**config.mk**
```make
export PLATFORM = sky130hd
export DESIGN_NAME = ysyx_24110015_lsu_flat
export DESIGN_NICKNAME = d
export VERILOG_FILES = /design/src/rtl/ysyx_24110015_lsu_if.sv /design/src/rtl/ysyx_24110015_lsu.sv /design/src/flat_wrapper.sv
export SDC_FILE = /design/constraint.sdc
export NUM_CORES = 1
export LEC_CHECK = 0
export BUFFER_PORTS_ARGS = -buffer_cell sky130_fd_sc_hd__buf_4
export CAP_MARGIN = 5
export CORE_MARGIN = 2
export CORE_UTILIZATION = 30
export CTS_BUF_LIST = sky130_fd_sc_hd__clkbuf_4
export DETAILED_ROUTE_END_ITERATION = 10
export SYNTH_ARGS = -nofsm -noshare
export SYNTH_HDL_FRONTEND = slang
export SYNTH_SLANG_ARGS = --single-unit
```
**constraint.sdc**
```tcl
create_clock -name clk -period 3 [get_ports clk]
set_input_delay 0.6 -clock clk [delete_from_list [all_inputs] [get_ports clk]]
set_output_delay 0.6 -clock clk [all_outputs]
set_load 0.1 [all_outputs]
```
**src/rtl/ysyx_24110015_lsu_if.sv**
```systemverilog
`timescale 1ns/1ps
// ysyx_24110015_lsu_if
// Bundles the three handshake channels of the load/store unit:
//   upstream     : in_valid/in_ready plus in_addr, in_wdata, in_funct3,
//                  in_is_load, in_is_store (instruction from the ALU stage)
//   memory       : mem_req_valid/mem_req_ready plus mem_addr, mem_wen,
//                  mem_wdata, mem_wmask (request); mem_rsp_valid, mem_rdata
//                  (response or write acknowledge)
//   writeback    : out_valid/out_ready plus out_data, out_err
// Modport master is the LSU view; modport slave is the surrounding
// pipeline/memory view.
interface ysyx_24110015_lsu_if #(
  parameter int DATA_WIDTH = 32
);
  logic                  in_valid;
  logic                  in_ready;
  logic [DATA_WIDTH-1:0] in_addr;
  logic [DATA_WIDTH-1:0] in_wdata;
  logic [2:0]            in_funct3;
  logic                  in_is_load;
  logic                  in_is_store;

  logic                  mem_req_valid;
  logic                  mem_req_ready;
  logic [DATA_WIDTH-1:0] mem_addr;
  logic                  mem_wen;
  logic [DATA_WIDTH-1:0] mem_wdata;
  logic [3:0]            mem_wmask;
  logic                  mem_rsp_valid;
  logic [DATA_WIDTH-1:0] mem_rdata;

  logic                  out_valid;
  logic                  out_ready;
  logic [DATA_WIDTH-1:0] out_data;
  logic                  out_err;

  modport master (
    input  in_valid, in_addr, in_wdata, in_funct3, in_is_load, in_is_store,
    output in_ready,
    output mem_req_valid, mem_addr, mem_wen, mem_wdata, mem_wmask,
    input  mem_req_ready, mem_rsp_valid, mem_rdata,
    output out_valid, out_data, out_err,
    input  out_ready
  );

  modport slave (
    output in_valid, in_addr, in_wdata, in_funct3, in_is_load, in_is_store,
    input  in_ready,
    input  mem_req_valid, mem_addr, mem_wen, mem_wdata, mem_wmask,
    output mem_req_ready, mem_rsp_valid, mem_rdata,
    input  out_valid, out_data, out_err,
    output out_ready
  );
endinterface

```
**src/rtl/ysyx_24110015_lsu.sv**
```systemverilog
`timescale 1ns/1ps
// ysyx_24110015_lsu
// Load/store unit placed right after the ALU. The ALU result is either the
// effective address of a load/store or, for any other instruction, the value
// simply handed on to writeback. A memory access issues one word-aligned
// request, waits for the response, then aligns and extends the loaded data.
// Ports:
//   clk  - clock, rising edge
//   rst  - synchronous active-high reset
//   bus  - ysyx_24110015_lsu_if.master: upstream, memory and writeback
//          valid/ready channels
// All outputs are registered; the FSM walks IDLE -> (REQ -> RESP ->) DONE.
module ysyx_24110015_lsu #(
  parameter int DATA_WIDTH = 32
) (
  input  logic                        clk,
  input  logic                        rst,
  ysyx_24110015_lsu_if.master         bus
);

  typedef enum logic [1:0] {IDLE, REQ, RESP, DONE} state_t;

  state_t state;

  // Only what the load extraction needs survives past the accept cycle;
  // everything store-related is encoded straight into the request registers.
  logic [1:0] off_q;
  logic [2:0] funct3_q;
  logic       is_load_q;

  logic                  is_mem;
  logic                  funct3_ok;
  logic                  misaligned;
  logic                  acc_err;
  logic [3:0]            st_mask;
  logic [DATA_WIDTH-1:0] st_data;
  logic [7:0]            ld_byte;
  logic [15:0]           ld_half;
  logic [DATA_WIDTH-1:0] ld_result;

  // Decode the incoming instruction: legality, alignment and store lanes.
  // funct3[1:0] gives the size (byte/half/word); funct3[2] marks unsigned
  // loads, which do not exist for stores.
  always_comb begin
    is_mem     = bus.in_is_load | bus.in_is_store;
    funct3_ok  = 1'b0;
    misaligned = 1'b0;
    st_mask    = 4'b0000;
    st_data    = bus.in_wdata;

    if (bus.in_is_load) begin
      case (bus.in_funct3)
        3'b000, 3'b001, 3'b010, 3'b100, 3'b101: funct3_ok = 1'b1;
        default: funct3_ok = 1'b0;
      endcase
    end else begin
      case (bus.in_funct3)
        3'b000, 3'b001, 3'b010: funct3_ok = 1'b1;
        default: funct3_ok = 1'b0;
      endcase
    end

    case (bus.in_funct3[1:0])
      2'b01:   misaligned = bus.in_addr[0];
      2'b10:   misaligned = |bus.in_addr[1:0];
      default: misaligned = 1'b0;
    endcase

    // Store data is replicated across lanes so the memory can pick any
    // enabled byte without knowing the offset.
    case (bus.in_funct3[1:0])
      2'b00: begin
        st_mask = 4'b0001 << bus.in_addr[1:0];
        st_data = {4{bus.in_wdata[7:0]}};
      end
      2'b01: begin
        st_mask = 4'b0011 << bus.in_addr[1:0];
        st_data = {2{bus.in_wdata[15:0]}};
      end
      default: begin
        st_mask = 4'b1111;
        st_data = bus.in_wdata;
      end
    endcase

    acc_err = (bus.in_is_load & bus.in_is_store) |
              (is_mem & (~funct3_ok | misaligned));
  end

  // Pick the addressed byte/halfword out of the returned word and extend it.
  always_comb begin
    ld_byte = bus.mem_rdata[{off_q, 3'b000} +: 8];
    ld_half = bus.mem_rdata[{off_q[1], 4'b0000} +: 16];
    case (funct3_q)
      3'b000:  ld_result = {{(DATA_WIDTH-8){ld_byte[7]}}, ld_byte};
      3'b001:  ld_result = {{(DATA_WIDTH-16){ld_half[15]}}, ld_half};
      3'b100:  ld_result = {{(DATA_WIDTH-8){1'b0}}, ld_byte};
      3'b101:  ld_result = {{(DATA_WIDTH-16){1'b0}}, ld_half};
      default: ld_result = bus.mem_rdata;
    endcase
  end

  // Main FSM with registered outputs. Every state only changes outputs on its
  // own handshake, so a stall simply holds everything where it is. The DONE
  // handshake re-arms in_ready for the next cycle, never the same one.
  always_ff @(posedge clk) begin
    if (rst) begin
      state             <= IDLE;
      bus.in_ready      <= 1'b1;
      bus.mem_req_valid <= 1'b0;
      bus.mem_addr      <= '0;
      bus.mem_wen       <= 1'b0;
      bus.mem_wdata     <= '0;
      bus.mem_wmask     <= 4'b0000;
      bus.out_valid     <= 1'b0;
      bus.out_data      <= '0;
      bus.out_err       <= 1'b0;
      off_q             <= 2'b00;
      funct3_q          <= 3'b000;
      is_load_q         <= 1'b0;
    end else begin
      case (state)
        IDLE: begin
          if (bus.in_valid) begin
            bus.in_ready <= 1'b0;
            off_q        <= bus.in_addr[1:0];
            funct3_q     <= bus.in_funct3;
            is_load_q    <= bus.in_is_load;
            if (!is_mem) begin
              state         <= DONE;
              bus.out_valid <= 1'b1;
              bus.out_data  <= bus.in_addr;
              bus.out_err   <= 1'b0;
            end else if (acc_err) begin
              state         <= DONE;
              bus.out_valid <= 1'b1;
              bus.out_data  <= '0;
              bus.out_err   <= 1'b1;
            end else begin
              state             <= REQ;
              bus.mem_req_valid <= 1'b1;
              bus.mem_addr      <= {bus.in_addr[DATA_WIDTH-1:2], 2'b00};
              bus.mem_wen       <= bus.in_is_store;
              bus.mem_wdata     <= bus.in_is_store ? st_data : '0;
              bus.mem_wmask     <= bus.in_is_store ? st_mask : 4'b0000;
            end
          end
        end
        REQ: begin
          if (bus.mem_req_ready) begin
            state             <= RESP;
            bus.mem_req_valid <= 1'b0;
            bus.mem_wen       <= 1'b0;
            bus.mem_wmask     <= 4'b0000;
          end
        end
        RESP: begin
          if (bus.mem_rsp_valid) begin
            state         <= DONE;
            bus.out_valid <= 1'b1;
            bus.out_err   <= 1'b0;
            bus.out_data  <= is_load_q ? ld_result : '0;
          end
        end
        DONE: begin
          if (bus.out_ready) begin
            state         <= IDLE;
            bus.out_valid <= 1'b0;
            bus.in_ready  <= 1'b1;
          end
        end
        default: state <= IDLE;
      endcase
    end
  end

endmodule
```
**src/flat_wrapper.sv**
```systemverilog
// flat-port wrapper written by rule: the top's interface ports become plain ports
module ysyx_24110015_lsu_flat 
#(
  parameter int DATA_WIDTH = 32
)
  (clk, rst, bus_in_valid, bus_in_addr, bus_in_wdata, bus_in_funct3, bus_in_is_load, bus_in_is_store, bus_in_ready, bus_mem_req_valid, bus_mem_addr, bus_mem_wen, bus_mem_wdata, bus_mem_wmask, bus_mem_req_ready, bus_mem_rsp_valid, bus_mem_rdata, bus_out_valid, bus_out_data, bus_out_err, bus_out_ready);
  ysyx_24110015_lsu_if #(.DATA_WIDTH(DATA_WIDTH)) bus_i ();
  input  logic clk;
  input  logic rst;
  input wire logic [$bits(bus_i.in_valid)-1:0] bus_in_valid;
  input wire logic [$bits(bus_i.in_addr)-1:0] bus_in_addr;
  input wire logic [$bits(bus_i.in_wdata)-1:0] bus_in_wdata;
  input wire logic [$bits(bus_i.in_funct3)-1:0] bus_in_funct3;
  input wire logic [$bits(bus_i.in_is_load)-1:0] bus_in_is_load;
  input wire logic [$bits(bus_i.in_is_store)-1:0] bus_in_is_store;
  output wire logic [$bits(bus_i.in_ready)-1:0] bus_in_ready;
  output wire logic [$bits(bus_i.mem_req_valid)-1:0] bus_mem_req_valid;
  output wire logic [$bits(bus_i.mem_addr)-1:0] bus_mem_addr;
  output wire logic [$bits(bus_i.mem_wen)-1:0] bus_mem_wen;
  output wire logic [$bits(bus_i.mem_wdata)-1:0] bus_mem_wdata;
  output wire logic [$bits(bus_i.mem_wmask)-1:0] bus_mem_wmask;
  input wire logic [$bits(bus_i.mem_req_ready)-1:0] bus_mem_req_ready;
  input wire logic [$bits(bus_i.mem_rsp_valid)-1:0] bus_mem_rsp_valid;
  input wire logic [$bits(bus_i.mem_rdata)-1:0] bus_mem_rdata;
  output wire logic [$bits(bus_i.out_valid)-1:0] bus_out_valid;
  output wire logic [$bits(bus_i.out_data)-1:0] bus_out_data;
  output wire logic [$bits(bus_i.out_err)-1:0] bus_out_err;
  input wire logic [$bits(bus_i.out_ready)-1:0] bus_out_ready;
  assign bus_i.in_valid = bus_in_valid;
  assign bus_i.in_addr = bus_in_addr;
  assign bus_i.in_wdata = bus_in_wdata;
  assign bus_i.in_funct3 = bus_in_funct3;
  assign bus_i.in_is_load = bus_in_is_load;
  assign bus_i.in_is_store = bus_in_is_store;
  assign bus_in_ready = bus_i.in_ready;
  assign bus_mem_req_valid = bus_i.mem_req_valid;
  assign bus_mem_addr = bus_i.mem_addr;
  assign bus_mem_wen = bus_i.mem_wen;
  assign bus_mem_wdata = bus_i.mem_wdata;
  assign bus_mem_wmask = bus_i.mem_wmask;
  assign bus_i.mem_req_ready = bus_mem_req_ready;
  assign bus_i.mem_rsp_valid = bus_mem_rsp_valid;
  assign bus_i.mem_rdata = bus_mem_rdata;
  assign bus_out_valid = bus_i.out_valid;
  assign bus_out_data = bus_i.out_data;
  assign bus_out_err = bus_i.out_err;
  assign bus_i.out_ready = bus_out_ready;
  ysyx_24110015_lsu #(.DATA_WIDTH(DATA_WIDTH)) u_core (.clk(clk), .rst(rst), .bus(bus_i));
endmodule
```
==> results of run 1 <==
[stage by stage]
stage | cell area, µm² | total power [mW] | setup slack (ns)
after CTS | 7210 | 6.81 | 0.564
after global routing | 7210 | 7.10 | 0.310
after global placement | 7090 | 6.07 | 0.123
after detailed placement | 7090 | 6.09 | 0.0235
final | 7210 | 6.76 | 0.535
after floorplan | 5300 | 5.17 | 0.261
[kinds of logic (layout without fill, tap and decap cells)]
family	Yosys count	count (layout)	share of synthesized area, %
muxes	22	22	4.35
other	1	2	0.0708
DFF	111	111	42.0
buffers and inverters	67	254	5.65
and+or+nand+nor	215	215	17.7
adders and majority gates	8	8	1.89
AOI/OAI and AO/OA	226	226	28.4
[power by group]
group	internal [mW]	leakage (nW)	total (mW)	switching, mW
clock	0.187	0.0663	0.721	0.534
combinational	0.942	1.90	4.04	3.09
sequential	1.79	0.905	2.00	0.209
total	2.92	2.87	6.76	3.84
[layout make-up]
class	instances	area, µm²
Fill cell	1818	10100
Multi-Input combinational cell	473	2800
Sequential cell	111	2220
Timing Repair Buffer	228	1750
Tap cell	225	282
Clock buffer	10	75.1
Clock inverter	6	45.0
Inverter	10	37.5
[critical path, stage by stage]
cell,delay (ns)
buf_4,0.12
inv_1,0.13
ha_1,0.34
o21ai_1,0.15
a2111oi_4,0.54
and3_2,0.46
buf_4,0.32
nand2_1,0.08
a21oi_1,0.13
[placed cells by master (no fill, tap or decap), types with 3 or more instances in the layout]
master | Yosys | layout
buf_4 | 9 | 225
nor2_1 | 46 | 46
dfxtp_1 | 111 | 111
o2111ai_1 | 3 | 3
clkbuf_4 | 0 | 10
buf_12 | 0 | 3
o21ai_0 | 18 | 18
a21boi_0 | 7 | 7
a221oi_1 | 29 | 29
and2_1 | 3 | 3
a22oi_1 | 10 | 10
nor2b_1 | 12 | 12
nand3_1 | 20 | 19
nand2b_1 | 3 | 3
nand2_1 | 120 | 120
o211ai_1 | 14 | 14
inv_1 | 10 | 10
mux2_2 | 7 | 7
a21oi_1 | 97 | 97
ha_1 | 8 | 8
a211oi_1 | 34 | 34
mux2i_1 | 14 | 14
[worst min-delay path by stage]
stage | start | to | slack [ns] | cells after the start
floorplan | u_core.is_load_q | u_core.is_load_q | 0.44 | 2
global placement | u_core.bus.mem_wdata[31] | u_core.bus.mem_wdata[31] | 0.44 | 2
detailed placement | u_core.bus.mem_wdata[22] | u_core.bus.mem_wdata[22] | 0.45 | 2
CTS | bus_in_addr[30] | u_core.bus.mem_addr[30] | 0.30 | 3
global route | bus_in_addr[14] | u_core.bus.mem_addr[14] | 0.31 | 3
finish | bus_in_addr[19] | u_core.bus.mem_addr[19] | 0.34 | 3
[metal layers]
metal,global-route usage (%),vias up,share of wire [%]
met5,0,-,0
met4,6.70,0,1.8
met3,5.04,24,9.8
met2,31.9,237,45
met1,26.3,2500,43
li1,-,2705,-
[flip-flops by register name, summed over array words and instances, names as in the netlist, 2 cells and up]
| register | count |
|---|---|
| u_core.bus.mem_wdata | 32 |
| u_core.bus.out_data | 32 |
| u_core.bus.mem_addr | 30 |
| u_core.bus.mem_wmask | 4 |
| u_core.funct3_q | 3 |
| u_core.off_q | 2 |
| u_core.state | 2 |
==> results.md, run 1 <==
- Synth Flop Type: dfxtp_1
- CP required: about 3.4 ns
- DRC viols: 0
- Power per Cell Area: 937 nW/µm²
- Leakage dissipation: 2.87 nW
- Postcts setup bufs: 0
- Via count: about 5500
- Non-filler instance count after layout: ~1100
- Number of buffers created by CTS: 9
- Reg clk slew, reported paths: 0.17 ns
- Post_cts resized: 0
- Hold Crit Class: input pin to flip-flop
- Final setup TNS: 0 ns
- Register area share after synthesis: a little over two fifths
- Nets: 948
- Fmax: 406 MHz
- H-tree levels: 3
- CP Capture Point: u_core.bus.mem_addr[17]
- Setup crit end kind: flip-flop
- CTS max path bufs: 2
- FFs w/ async S/R, synth: 0%
- Min Hold Slack: between 0.3 and 0.4 ns
- # IOs: 212
- DRT iter0 DRCs: a little under 300
- DP HPWL: about 14000 µm
- Die width: ~140 µm
- Layout cells sized above 1: 31.3%
- Core ar.: between 15000 and 20000 µm²
- Cells after synthesis: 650
- Post-CTS Hold Buffers: 0
- CTS tree: done
- Avg Inst Size Synth: between 8 and 9 µm²
- Post-synth EDFFs: 0
- Max Slew Vio Count: 0
- Chip height: ~140 µm
- Fin. Hold Viols: 0
- Clock period minus final worst setup slack: 2.47 ns
- Worst endpoint data arrival time: 2.90 ns
- Flops & latches, synth: roughly 110
- CTS sink count: between 100 and 150
- Worst Reg-to-Reg Cells: 5
- Site row count: between 40 and 50
- RePlAce Congestion: approximately 0.81
- Worst slew margin: 44.5%
- Mapped Area: roughly 5300 µm²
- Wire per inst: 17.9 µm
- Vias in the first global route: about 5000
- Antenna violations before repair: 0
- Clock Tree Root: clkbuf_4
- Post-synth top area cell: dfxtp_1
- Top post-synthesis cells by area: dfxtp_1 42%, a21oi_1 9.2%, nand2_1 8.5%
- Largest net degree at the start of global routing: 67
- R2R Path End: u_core.bus.out_data[15]
- Area delta synth->final: 36.2%
- Crit path from: bus_in_funct3[1]
- Max Cap Violations: 0
- Initial Util: a little under a third
- Status: completed
- Total GRT Usage: 20.0%
- Count leader, synth: nand2_1
- Maximum VDD drop: approximately 1.1 mV
- CP Class: input pin to flip-flop
- Placed insts: between 1000 and 1500
- First-pass iteration count of the detailed router: 4
- Setup crit start kind: input pin
- PortBufs: about 210
- Netlist cell types: 43
- Die area: ~19000 µm²
- Final period utilization: slightly above 80%
- Clk_lat worst skew: about 0.49 ns
- Grt ovf: 0
- Final core occ: between 40% and 50%
- RSZ-0062 raised after global routing: no
- Post-route ant nets: 0
- Post-synth top area share: between 40% and 50%
- Yosys warns: 0
- WL final: around 19000 µm
- Vias per cell: 5.14
- Worst r2r src: u_core.funct3_q[1]
- Clock Skew: roughly 0.021 ns
- Measured slew at the worst slew-check pin: 0.825 ns
- First-pass GRT wire length: between 20000 and 30000 µm
- Crit Path Max Fanout: 20
- Most instantiated cells after synthesis: 120 x nand2_1, 111 x dfxtp_1, 97 x a21oi_1
- Reg2Reg Setup Slack: 0.64 ns
- Diodes inserted: 0
- # setup viols final: 0
(Power assumes the default switching activity.)
==> run 2: changes to the inputs <==
==> constraint.sdc (replaced) <==
create_clock -name clk -period 2.1 [get_ports clk]
set_input_delay 0.42 -clock clk [delete_from_list [all_inputs] [get_ports clk]]
set_output_delay 0.42 -clock clk [all_outputs]
set_load 0.1 [all_outputs]
==> results.md, run 2 (synthesis gave the netlist of run 1 again) <==
- Vias per cell: 5.10 (was 5.14)
- Min Hold Slack: 0.159 ns (was 0.344 ns)
- Diodes inserted: 0 (unchanged)
- Worst-path cell chain: inv_1, ha_1, nand2b_1, o21ai_0, a311oi_4, buf_4, buf_6, a211oi_1 (was buf_4, inv_1, ha_1, o21ai_1, a2111oi_4, and3_2, buf_4, nand2_1, a21oi_1)
- CTS sink count: 111 (unchanged)
- H-tree levels: 3 (unchanged)
- CP max stage delay: 0.40 ns (was 0.54 ns)
- First-pass iteration count of the detailed router: 4 (unchanged)
- Crit Path Max Fanout: 32 (was 20)
- Largest net degree at the start of global routing: 65 (was 67)
- Area delta synth->final: 43.1% (was 36.2%)
- CP required: 2.49 ns (was 3.43 ns)
- Grt ovf: 0 (unchanged)
- CP max-delay cell: dfxtp_1 (was a2111oi_4)
- Total GRT Usage: 19.7% (was 20.0%)
- Clock Tree Root: clkbuf_4 (unchanged)
- Crit path from: u_core.state[1] (was bus_in_funct3[1])
- Power per Cell Area: 1330 nW/µm² (was 937 nW/µm²)
- Post-route ant nets: 0 (unchanged)
- Worst Slack Setup Final: 0.155 ns (was 0.535 ns)
- Fillers: 1823 (was 1818)
- Fmax: 514 MHz
- # setup viols final: 0 (unchanged)
- Via count: 5580 (was 5466)
- First-pass GRT wire length: 28700 µm (was 28600 µm)
- Most frequent cells in the layout: 251 x buf_4, 120 x nand2_1, 111 x dfxtp_1 (was 225 x buf_4, 120 x nand2_1, 111 x dfxtp_1)
- Regs by FF count: u_core.bus.mem_wdata (32), u_core.bus.out_data (32), u_core.bus.mem_addr (30) (unchanged)
- Total power: 10.1 mW (was 6.76 mW)
- Worst r2r src: u_core.state[1] (was u_core.funct3_q[1])
- Multi-input gate area: 2840 µm² (was 2800 µm²)
- Die area: 18700 µm² (unchanged)
- DRC viols: 0 (unchanged)
- Hold depth: 3 (unchanged)
- Maximum VDD drop: 1.16 mV (was 1.13 mV)
- CTS tree: done (unchanged)
- Wire per inst: 17.6 µm (was 17.9 µm)
- FF/Latch Area: 2220 µm² (unchanged)
- Core ar.: 17300 µm² (unchanged)
- # IOs: 212 (unchanged)
- Clk_lat worst skew: 0.49 ns (about the same)
- Hold Crit Class: input pin to flip-flop (unchanged)
- PortBufs: 209 (unchanged)
- Site row count: 48 (unchanged)
- Setup crit start kind: flip-flop (was input pin)
- Setup crit end kind: flip-flop (unchanged)
- CP bufs+invs: 3 (unchanged)
- Nets: 979 (was 948)
- Reg2Reg Setup Slack: 0.16 ns (was 0.64 ns)
- WL final: 19300 µm (was 19000 µm)
- Worst endpoint data arrival time: 2.34 ns (was 2.90 ns)
- Measured slew at the worst slew-check pin: 0.502 ns (was 0.825 ns)
- Max Cap Violations: 0 (unchanged)
- Worst Reg-to-Reg Cells: 8 (was 5)
- Post-CTS Hold Buffers: 0 (unchanged)
- CP Class: flip-flop to flip-flop (was input pin to flip-flop)
- Antenna violations before repair: 0 (unchanged)
- Status: completed (unchanged)
- Chip height: 137 µm (unchanged)
- Final period utilization: 92.6%
- Levels on crit path: 8 (was 9)
- DP HPWL: 14300 µm (was 14200 µm)
- CTS max path bufs: 2 (unchanged)
- Number of buffers created by CTS: 9 (unchanged)
- Fin. Hold Viols: 0 (unchanged)
- Final setup TNS: 0 ns (unchanged)
- Vias in the first global route: 5220 (was 5103)
- Leakage dissipation: 3.06 nW (was 2.87 nW)
- Layout cells sized above 1: 34.5% (was 31.3%)
- Commonest non-fill, non-tap cell in the layout: buf_4 (unchanged)
- DRT iter0 DRCs: 252 (was 297)
- Hold path start: bus_in_addr[13] (was bus_in_addr[19])
- Family with the most delay on the worst path: compound AO/OA/AOI/OAI gates (unchanged)
- Initial Util: 30.6% (unchanged)
- Post-Place Worst Slack: -0.247 ns (was 0.0235 ns)
- Max Slew Vio Count: 0 (unchanged)
- Worst slew margin: 66.4% (was 44.5%)
- Die width: 137 µm (unchanged)
- Reg clk slew, reported paths: 0.19 ns (was 0.17 ns)
- Clock Skew: 0.0155 ns (was 0.0208 ns)
- Clock period minus final worst setup slack: about 1.9 ns
- RePlAce Congestion: 0.814 (was 0.809)
[run 2: changes by cell type in the layout (fill, tap and decap cells not counted), moves of 2 or more]
| cell | delta |
|---|---|
| inv_8 | +2 |
| ha_4 | +2 |
| buf_12 | +3 |
| ha_1 | -3 |
| buf_4 | +26 |
[run 2: layout make-up]
type                            count  area share (%)
Clock inverter                      7            1.07
Tap cell                          225            3.71
Sequential cell                   111            29.3
Multi-Input combinational cell    473            37.5
Inverter                           10           0.594
Clock buffer                        9           0.891
Timing Repair Buffer              259            26.9
[run 2: path summary, 6_finish.rpt]
kind	end
worst max-delay path	u_core.bus.out_data[13]
worst min-delay path	u_core.bus.mem_addr[13]
worst max register to register	u_core.bus.out_data[13]
worst min register to register	u_core.bus.mem_wdata[1]
[run 2: tightest hold or removal path, stage by stage]
cell,delay [ns]
buf_4,0.12
nand2_1,0.05
a21oi_1,0.05
[run 2: per-layer routing]
layer	GRT usage (%)	vias to the layer above	wire (µm)
met5	0	-	0
li1	-	2761	-
met3	5.37	17	1740
met1	25.5	2601	8430
met4	6.07	0	256
met2	32.1	201	8840
[run 2: power breakdown]
| part | leakage [nW] | switching [mW] | internal [mW] | total [mW] |
|---|---|---|---|---|
| Clock | 0.0776 | 0.801 | 0.380 | 1.18 |
| Combinational | 2.08 | 4.54 | 1.53 | 6.07 |
| Sequential | 0.905 | 0.277 | 2.56 | 2.84 |
| Total | 3.06 | 5.62 | 4.47 | 10.1 |
[run 2: timing repair]
item,4_1_cts,5_1_grt
gates cloned,0,1
endpoints found under the setup margin,4,22
pin swaps,0,1
resized for setup,1,2
setup buffers,0,1
[run 2: through the flow]
| step | instances | instance area (µm²) | utilization [%] |
|---|---|---|---|
| final | 1094 | 7580 | 43.8 |
| after floorplan | 651 | 5380 | - |
| after global routing | 1094 | 7580 | 43.8 |
| after global placement | 1076 | 7400 | 42.8 |
| after CTS | 1092 | 7550 | 43.6 |
| after detailed placement | 1076 | 7400 | 42.8 |
